<file path="config.mk">
export PLATFORM = sky130hd
export DESIGN_NAME = inv_sbox_calc_flat
export DESIGN_NICKNAME = d
export VERILOG_FILES = /design/src/rtl/inv_sbox_calc_if.sv /design/src/rtl/inv_sbox_calc.sv /design/src/flat_wrapper.sv
export SDC_FILE = /design/constraint.sdc
export NUM_CORES = 1
export LEC_CHECK = 0
export ABC_AREA = 0
export BUFFER_PORTS_ARGS = -buffer_cell sky130_fd_sc_hd__buf_2
export CAP_MARGIN = 20
export CORE_MARGIN = 3
export CORE_UTILIZATION = 25
export DETAILED_ROUTE_END_ITERATION = 10
export RECOVER_POWER = 25
export SYNTH_ARGS = -nofsm -noshare
export SYNTH_HDL_FRONTEND = slang
export SYNTH_SLANG_ARGS = --single-unit
</file>
<file path="constraint.sdc">
create_clock -name clk -period 6.53 [get_ports clk]
set_input_delay 1.6325 -clock clk [delete_from_list [all_inputs] [get_ports clk]]
set_output_delay 1.6325 -clock clk [all_outputs]
set_load 0.05 [all_outputs]
</file>
<file path="src/rtl/inv_sbox_calc_if.sv">
// Byte handshake bundle for inv_sbox_calc: valid/ready request carrying din,
// valid/ready response carrying dout.
interface inv_sbox_calc_if;
    logic       in_valid;
    logic       in_ready;
    logic [7:0] din;
    logic       out_valid;
    logic       out_ready;
    logic [7:0] dout;

    modport master (
        output in_valid,
        output din,
        output out_ready,
        input  in_ready,
        input  out_valid,
        input  dout
    );

    modport slave (
        input  in_valid,
        input  din,
        input  out_ready,
        output in_ready,
        output out_valid,
        output dout
    );
endinterface

</file>
<file path="src/rtl/inv_sbox_calc.sv">
// AES inverse S-box computed algebraically: inverse affine on the input byte,
// then GF(2^8) inversion as b^254 by eight MSB-first square-and-multiply steps.
module inv_sbox_calc (
    input  logic           clk,
    input  logic           rst,
    inv_sbox_calc_if.slave bus
);

    typedef enum logic [1:0] {
        IDLE = 2'd0,
        EXP  = 2'd1,
        DONE = 2'd2
    } state_t;

    localparam logic [7:0] EXPONENT = 8'hFE;

    state_t     state_q, state_d;
    logic [7:0] b_q, b_d;
    logic [7:0] r_q, r_d;
    logic [2:0] cnt_q, cnt_d;

    function automatic logic [7:0] rotl8(input logic [7:0] v, input int unsigned n);
        logic [15:0] dbl;
        dbl = {v, v} << n;
        return dbl[15:8];
    endfunction

    function automatic logic [7:0] inv_affine(input logic [7:0] v);
        return rotl8(v, 1) ^ rotl8(v, 3) ^ rotl8(v, 6) ^ 8'h05;
    endfunction

    // Shift-and-add multiply, reducing by 0x11B each time the multiplicand overflows.
    function automatic logic [7:0] gf_mul(input logic [7:0] a, input logic [7:0] c);
        logic [7:0] p;
        logic [7:0] x;
        p = '0;
        x = a;
        for (int unsigned i = 0; i < 8; i++) begin
            if (c[i]) p = p ^ x;
            x = {x[6:0], 1'b0} ^ (x[7] ? 8'h1B : 8'h00);
        end
        return p;
    endfunction

    always_ff @(posedge clk) begin
        if (rst) begin
            state_q <= IDLE;
            b_q     <= '0;
            r_q     <= '0;
            cnt_q   <= '0;
        end else begin
            state_q <= state_d;
            b_q     <= b_d;
            r_q     <= r_d;
            cnt_q   <= cnt_d;
        end
    end

    always_comb begin
        state_d = state_q;
        b_d     = b_q;
        r_d     = r_q;
        cnt_d   = cnt_q;
        case (state_q)
            IDLE: begin
                if (bus.in_valid) begin
                    b_d     = inv_affine(bus.din);
                    r_d     = 8'h01;
                    cnt_d   = 3'd7;
                    state_d = EXP;
                end
            end
            EXP: begin
                r_d   = gf_mul(gf_mul(r_q, r_q), EXPONENT[cnt_q] ? b_q : 8'h01);
                cnt_d = cnt_q - 3'd1;
                if (cnt_q == 3'd0) state_d = DONE;
            end
            DONE: begin
                if (bus.out_ready) state_d = IDLE;
            end
            default: state_d = IDLE;
        endcase
    end

    always_comb begin
        bus.in_ready  = (state_q == IDLE);
        bus.out_valid = (state_q == DONE);
        bus.dout      = r_q;
    end

endmodule

</file>
<file path="src/flat_wrapper.sv">
// flat-port wrapper written by rule: the top's interface ports become plain ports
module inv_sbox_calc_flat 
  (clk, rst, bus_in_valid, bus_din, bus_out_ready, bus_in_ready, bus_out_valid, bus_dout);
  inv_sbox_calc_if bus_i ();
  input  logic clk;
  input  logic rst;
  input wire logic [$bits(bus_i.in_valid)-1:0] bus_in_valid;
  input wire logic [$bits(bus_i.din)-1:0] bus_din;
  input wire logic [$bits(bus_i.out_ready)-1:0] bus_out_ready;
  output wire logic [$bits(bus_i.in_ready)-1:0] bus_in_ready;
  output wire logic [$bits(bus_i.out_valid)-1:0] bus_out_valid;
  output wire logic [$bits(bus_i.dout)-1:0] bus_dout;
  assign bus_i.in_valid = bus_in_valid;
  assign bus_i.din = bus_din;
  assign bus_i.out_ready = bus_out_ready;
  assign bus_in_ready = bus_i.in_ready;
  assign bus_out_valid = bus_i.out_valid;
  assign bus_dout = bus_i.dout;
  inv_sbox_calc u_core (.clk(clk), .rst(rst), .bus(bus_i));
endmodule
</file>
==> results of run 1 <==
-- stage by stage --
stage	instance area, um^2	total power [mW]	cells	worst slack [ps]
CTS	3350	1.24	555	2020
global route	3340	1.33	555	1700
global placement	3260	1.08	551	2140
detailed placement	3260	1.08	551	2070
finish	3340	1.24	555	1960
floorplan	3120	0.940	382	2860
-- worst min-delay path by stage --
stage | startpoint | end | slack (ps) | cells after the start
finish | u_core.cnt_q[0]$_SDFFE_PP0P_ | u_core.cnt_q[0]$_SDFFE_PP0P_ | 480 | 1
global route | u_core.cnt_q[1]$_SDFFE_PP0P_ | u_core.cnt_q[1]$_SDFFE_PP0P_ | 530 | 2
CTS | u_core.cnt_q[0]$_SDFFE_PP0P_ | u_core.cnt_q[0]$_SDFFE_PP0P_ | 490 | 1
detailed placement | u_core.cnt_q[0]$_SDFFE_PP0P_ | u_core.cnt_q[0]$_SDFFE_PP0P_ | 480 | 1
global placement | u_core.cnt_q[0]$_SDFFE_PP0P_ | u_core.cnt_q[0]$_SDFFE_PP0P_ | 460 | 1
floorplan | u_core.cnt_q[0]$_SDFFE_PP0P_ | u_core.cnt_q[0]$_SDFFE_PP0P_ | 440 | 1
-- final cells by class --
type                    count  area, um^2  share of cell area (%)
multi-input cells         325        2440                    73.0
flip-flops and latches     22         440                    13.2
well taps                 168         210                    6.29
repair buffers             22         108                    3.22
clock buffers               4        88.8                    2.66
inverters                  14        55.1                    1.65
-- cells in the mapped netlist (4+ instances only) --
cell type | n | area [um^2]
nor2_1 | 61 | 229
xnor2_1 | 57 | 499
nand2_1 | 32 | 120
xor2_1 | 25 | 219
a21oi_1 | 22 | 110
dfxtp_1 | 22 | 440
o21ai_0 | 17 | 85.1
inv_1 | 13 | 48.8
xnor2_2 | 9 | 146
xnor3_1 | 9 | 203
a211oi_1 | 7 | 52.6
a22o_1 | 6 | 52.6
clkbuf_1 | 6 | 22.5
mux2i_1 | 6 | 60.1
xor2_2 | 6 | 97.6
buf_6 | 5 | 56.3
nor2b_1 | 5 | 31.3
or3_1 | 5 | 31.3
a22oi_1 | 4 | 30.0
a31oi_1 | 4 | 25.0
-- flip-flops by register name, indices dropped and copies added (netlist names), named ones only --
signal / count
u_core.state_q: 2
u_core.b_q: 8
u_core.bus.dout: 8
u_core.cnt_q: 3
-- per-layer routing --
| metal | vias to the layer above | part of all wire [%] | routed length (um) | GRT usage (%) |
|---|---|---|---|---|
| li1 | 1301 | - | - | - |
| met1 | 1265 | 45 | 3480 | 14.9 |
| met2 | 106 | 48 | 3700 | 18.6 |
| met3 | 13 | 5.0 | 384 | 1.25 |
| met4 | 0 | 2.0 | 151 | 3.22 |
| met5 | - | 0 | 0 | 0 |
-- logic make-up (layout without fill, tap and decap cells) --
group	after synthesis	count (layout)	synth area share, %
flip-flops	22	22	14.1
adder cells (fa/ha/maj)	3	3	1.20
buffers and inverters	35	40	7.73
AO/OA/AOI/OAI	83	83	17.9
multiplexers	6	6	1.92
XOR/XNOR	109	109	39.6
AND/OR/NAND/NOR	124	124	17.6
-- power by group through the flow --
| stage | registers, mW | logic [mW] | clock network (mW) |
|---|---|---|---|
| after floorplan | 0.196 | 0.745 | 0 |
| after global placement | 0.204 | 0.875 | 0 |
| after detailed placement | 0.205 | 0.880 | 0 |
| after CTS | 0.202 | 0.889 | 0.149 |
| after global routing | 0.207 | 0.968 | 0.155 |
| final | 0.202 | 0.891 | 0.146 |
-- worst max-delay path: stages (launching register included) --
cell     delay [ps]
dfxtp_1         730
ha_1            430
xnor2_1         290
mux2i_1         140
xnor2_1         170
o22ai_1         400
xor2_2          700
xnor2_1         240
xnor2_1         270
o31ai_1          90
o21ai_0         370
xnor3_1         390
a22o_2          220
==> metrics.yaml, run 1 <==
outcome:
  status: "finished, final reports clean"
setup_path:
  reg2reg_to: "u_core.bus.dout[3]$_SDFFE_PP0P_"
  reg2regPathDepth: 12
  rr_startpoint: "u_core.bus.dout[7]$_SDFFE_PP0P_"
  cp-startpoint: "u_core.bus.dout[7]$_SDFFE_PP0P_"
  crit_end: "u_core.bus.dout[3]$_SDFFE_PP0P_"
  cp_max_fo: 16
  critPathCaptureType: "flop"
  arrival_ps: 4720
  rrSetupSlack_ps: 1960
  worstPathRequired_ps: 6680
  critPathKind: "reg2reg"
  critPathLaunchType: "flop"
clock_tree:
  cts_buffer_depth: 2
  cts_resized: 0
  cts_buffers: 3
  ctsHoldBuffers: 0
  insertion_delay_ps: 260
  cts_root_buffer: "clkbuf_16"
  cts.sinks: 22
  htree_num_levels: 1
  clk_pin_slew_ps: 60
  cts_tree: "yes"
  postCtsSetupRepairBufs: 0
synth:
  synth_edf_count: 0
  synth_area_um2: 3120
  syn_avg_cell_area_um2: 8.18
  postSynthCellCount: 382
  async_reset_ff_share_pct: 0
  ys.flop_type: "dfxtp_1"
  synth_warnings: 0
  syn-num-nets: 397
  ys_seq_area_share_pct: 14.1
  synth_cell_types: 57
  synth-seq-cells: 22
global_route:
  grt_max_degree: 22
  grt_pass1_wl_um: 13000
  overflow: 0
  grt_usage_pct: 11.0
  antenna_found_initial: 0
  first_global_vias: 2550
power_and_ir_drop:
  p_int_mw: 0.638
  power_density_nw_per_um2: 371
  p_leak_nw: 1.26
  switching_share_pct: 48.6
  seqPwrFrac_pct: 16.3
  max-vdd-ir-drop_mv: 0.157
  power_frac_clock_pct: 11.7
  p_switching_mw: 0.602
  comb_power_share_pct: 71.9
routing:
  wire_per_inst_um: 13.9
  viasPerCell: 4.84
  drt_wl_total_um: 7710
  vias: 2685
  drcViolationCount: 0
  drt_iter0_markers: 201
  drt_pass1_iterations: 5
  ant_nets: 0
worst_hold_path:
  min_path_type: "reg2reg"
timing:
  tightest_slew_ps: 895
  relSlewSlack_pct: 40.0
  grt_setup_unrepaired: "no"
  setup_violations: 0
  fin_skew_ps: 1.19
  period_share_pct: 70.0
  fin_crit_ps: 4570
  fin_tns_setup_ps: 0
  fmax_mhz: 219
  finalMaxSlewViolations: 0
  whs_ps: 482
  hold_viol_final: 0
die:
  core_region_area_um2: 12100
  die_area_um2: 13900
  die_x_um: 118
  start_util_pct: 25.8
  die_h_um: 118
  num_rows: 40
  ios: 22
finish:
  layout_common_cells: "61 x nor2_1, 57 x xnor2_1, 32 x nand2_1"
  final_common_cell: "nor2_1"
  area_delta_synth_final_pct: 7.05
  antennaDiodeCount: 0
  fin_util_pct: 27.6
  num-fill-cells: 1363
  fin_nets: 403
  drive_gt1_share_pct: 12.1
flow_run:
  cap_violations: 0
place:
  gp_congestion: 0.884
  dp_hpwl_um: 5780
  portBuffers: 21
Power figures use the tool's default switching activity.
==> run 2: changes to the inputs <==
- clock period: 6.53 -> 4.75 ns (I/O delays scaled with it)
==> metrics.yaml, run 2 (synthesis results as in run 1) <==
finish:
  multi_input_area_um2: 2440
  final_area_um2: 3400
  area_delta_synth_final_pct: 8.73
  register_area_um2: 440
  layout_common_cells: "61 x nor2_1, 57 x xnor2_1, 32 x nand2_1"
  fin_nets: 408
  antennaDiodeCount: 0
  final_common_cell: "nor2_1"
  num-fill-cells: 1340
  drive_gt1_share_pct: 13.0
power_and_ir_drop:
  power_density_nw_per_um2: 519
  power_frac_clock_pct: 13.4
  seqPwrFrac_pct: 15.4
  switching_share_pct: 46.9
  comb_power_share_pct: 71.2
  p_switching_mw: 0.827
  p_int_mw: 0.935
  p_leak_nw: 1.29
  max-vdd-ir-drop_mv: 0.229
clock_tree:
  htree_num_levels: 1
  cts_resized: 0
  cts_tree: "yes"
  insertion_delay_ps: 260
  clk_pin_slew_ps: 60
  ctsHoldBuffers: 0
  postCtsSetupRepairBufs: 0
  cts_buffer_depth: 2
  cts_root_buffer: "clkbuf_16"
  cts.sinks: 22
  cts_buffers: 3
routing:
  wire_per_inst_um: 13.4
  viasPerCell: 4.77
  ant_nets: 0
  drt_iter0_markers: 154
  drt_wl_total_um: 7530
  vias: 2671
  drt_pass1_iterations: 6
  drcViolationCount: 0
die:
  die_area_um2: 13900
  die_h_um: 118
  start_util_pct: 25.8
  ios: 22
  num_rows: 40
  die_x_um: 118
  core_region_area_um2: 12100
place:
  post_dp_cell_area_um2: 3300
  gp_congestion: 0.901
  portBuffers: 21
  dp_hpwl_um: 5740
global_route:
  grt_max_degree: 22
  overflow: 0
  grt_usage_pct: 10.8
  grt_pass1_wl_um: 12600
  first_global_vias: 2526
  antenna_found_initial: 0
timing:
  fmax_mhz: 243
  fin_skew_ps: 2.25
  hold_viol_final: 0
  fin_tns_setup_ps: 0
  setup_violations: 0
  fin_crit_ps: 4120
  finalMaxSlewViolations: 0
  grt_setup_unrepaired: "no"
  period_share_pct: 86.7
  relSlewSlack_pct: 43.0
  tightest_slew_ps: 855
setup_path:
  worstPathRequired_ps: 4900
  crit_path_frequent_cell: "xnor2_1"
  slowest_stage: "xor2_2"
  reg2regPathDepth: 12
  rrSetupSlack_ps: 630
  critPathCaptureType: "flop"
  reg2reg_to: "u_core.bus.dout[3]$_SDFFE_PP0P_"
  cp_max_fo: 13
  critPathLaunchType: "flop"
  arrival_ps: 4270
  rr_startpoint: "u_core.bus.dout[0]$_SDFFE_PP0P_"
  critPathKind: "reg2reg"
  cp_cell_sequence: "ha_1 -> xnor2_1 -> mux2i_1 -> xnor2_1 -> o22ai_1 -> xor2_2 -> xnor2_1 -> xnor2_1 -> o31ai_1 -> o21ai_0 -> xnor3_1 -> a22o_2"
  slowest_delay_ps: 720
worst_hold_path:
  holdPathEnd: "u_core.cnt_q[0]$_SDFFE_PP0P_"
  hold_depth: 1
  worstHoldStart: "u_core.cnt_q[0]$_SDFFE_PP0P_"
  min_path_type: "reg2reg"
outcome:
  status: "finished, final reports clean"
flow_run:
  cap_violations: 0
-- run 2: cell types whose count changed in the layout (fill, tap and decap cells not counted) --
cell / before / now
clkbuf_1: 4 / 5
buf_2: 17 / 16
bufinv_16: 0 / 1
buf_4: 1 / 6
clkbuf_8: 1 / 0
-- run 2: power groups by stage --
stage	clock network, mW	logic [mW]	registers (mW)
after floorplan	0	1.02	0.269
after detailed placement	0	1.24	0.275
final	0.236	1.25	0.272
after global placement	0	1.23	0.274
after CTS	0.242	1.25	0.271
after global routing	0.250	1.36	0.280
-- run 2: layer usage --
layer / up-vias / routed length, um / track usage (%)
met5: - / 0 / 0
li1: 1313 / - / -
met4: 0 / 124 / 2.71
met2: 80 / 3580 / 18.1
met1: 1270 / 3510 / 14.8
met3: 8 / 314 / 1.11
-- run 2: worst max-delay path, delay by kind of cell, from the launching register on --
| kind | cells | cell delay (ps) |
|---|---|---|
| flip-flops | 1 | 470 |
| multiplexers | 1 | 140 |
| XOR/XNOR | 6 | 2040 |
| adder cells (fa/ha/maj) | 1 | 370 |
| AO/OA/AOI/OAI | 4 | 990 |
-- run 2: how the worst max path moves through the flow --
stage,slack [ps],endpoint,start,cells after the start
after floorplan,1080,u_core.bus.dout[3]$_SDFFE_PP0P_,u_core.bus.dout[0]$_SDFFE_PP0P_,13
after global placement,660,u_core.bus.dout[3]$_SDFFE_PP0P_,u_core.bus.dout[0]$_SDFFE_PP0P_,12
after detailed placement,630,u_core.bus.dout[3]$_SDFFE_PP0P_,u_core.bus.dout[0]$_SDFFE_PP0P_,12
after CTS,620,u_core.bus.dout[3]$_SDFFE_PP0P_,u_core.bus.dout[0]$_SDFFE_PP0P_,12
after global routing,390,u_core.bus.dout[3]$_SDFFE_PP0P_,u_core.bus.dout[0]$_SDFFE_PP0P_,12
final,630,u_core.bus.dout[3]$_SDFFE_PP0P_,u_core.bus.dout[0]$_SDFFE_PP0P_,12
-- run 2: final cells by class --
cell class / count / area share, %
Clock buffer: 3 / 2.21
Clock inverter: 1 / 0.884
Inverter: 14 / 1.62
Multi-Input combinational cell: 325 / 71.9
Sequential cell: 22 / 13.0
Tap cell: 168 / 6.19
Timing Repair Buffer: 27 / 4.24
-- run 2: metrics by stage --
step                total power [mW]  setup WS (ps)  util [%]  hold WS, ps  std cells
floorplan                       1.29           1080         -          442        382
global placement                1.51            658      27.2          470        556
detailed placement              1.52            628      27.2          480        556
CTS                             1.77            623      28.1          492        560
global route                    1.89            393      28.0          526        560
finish                          1.76            632      28.0          488        560
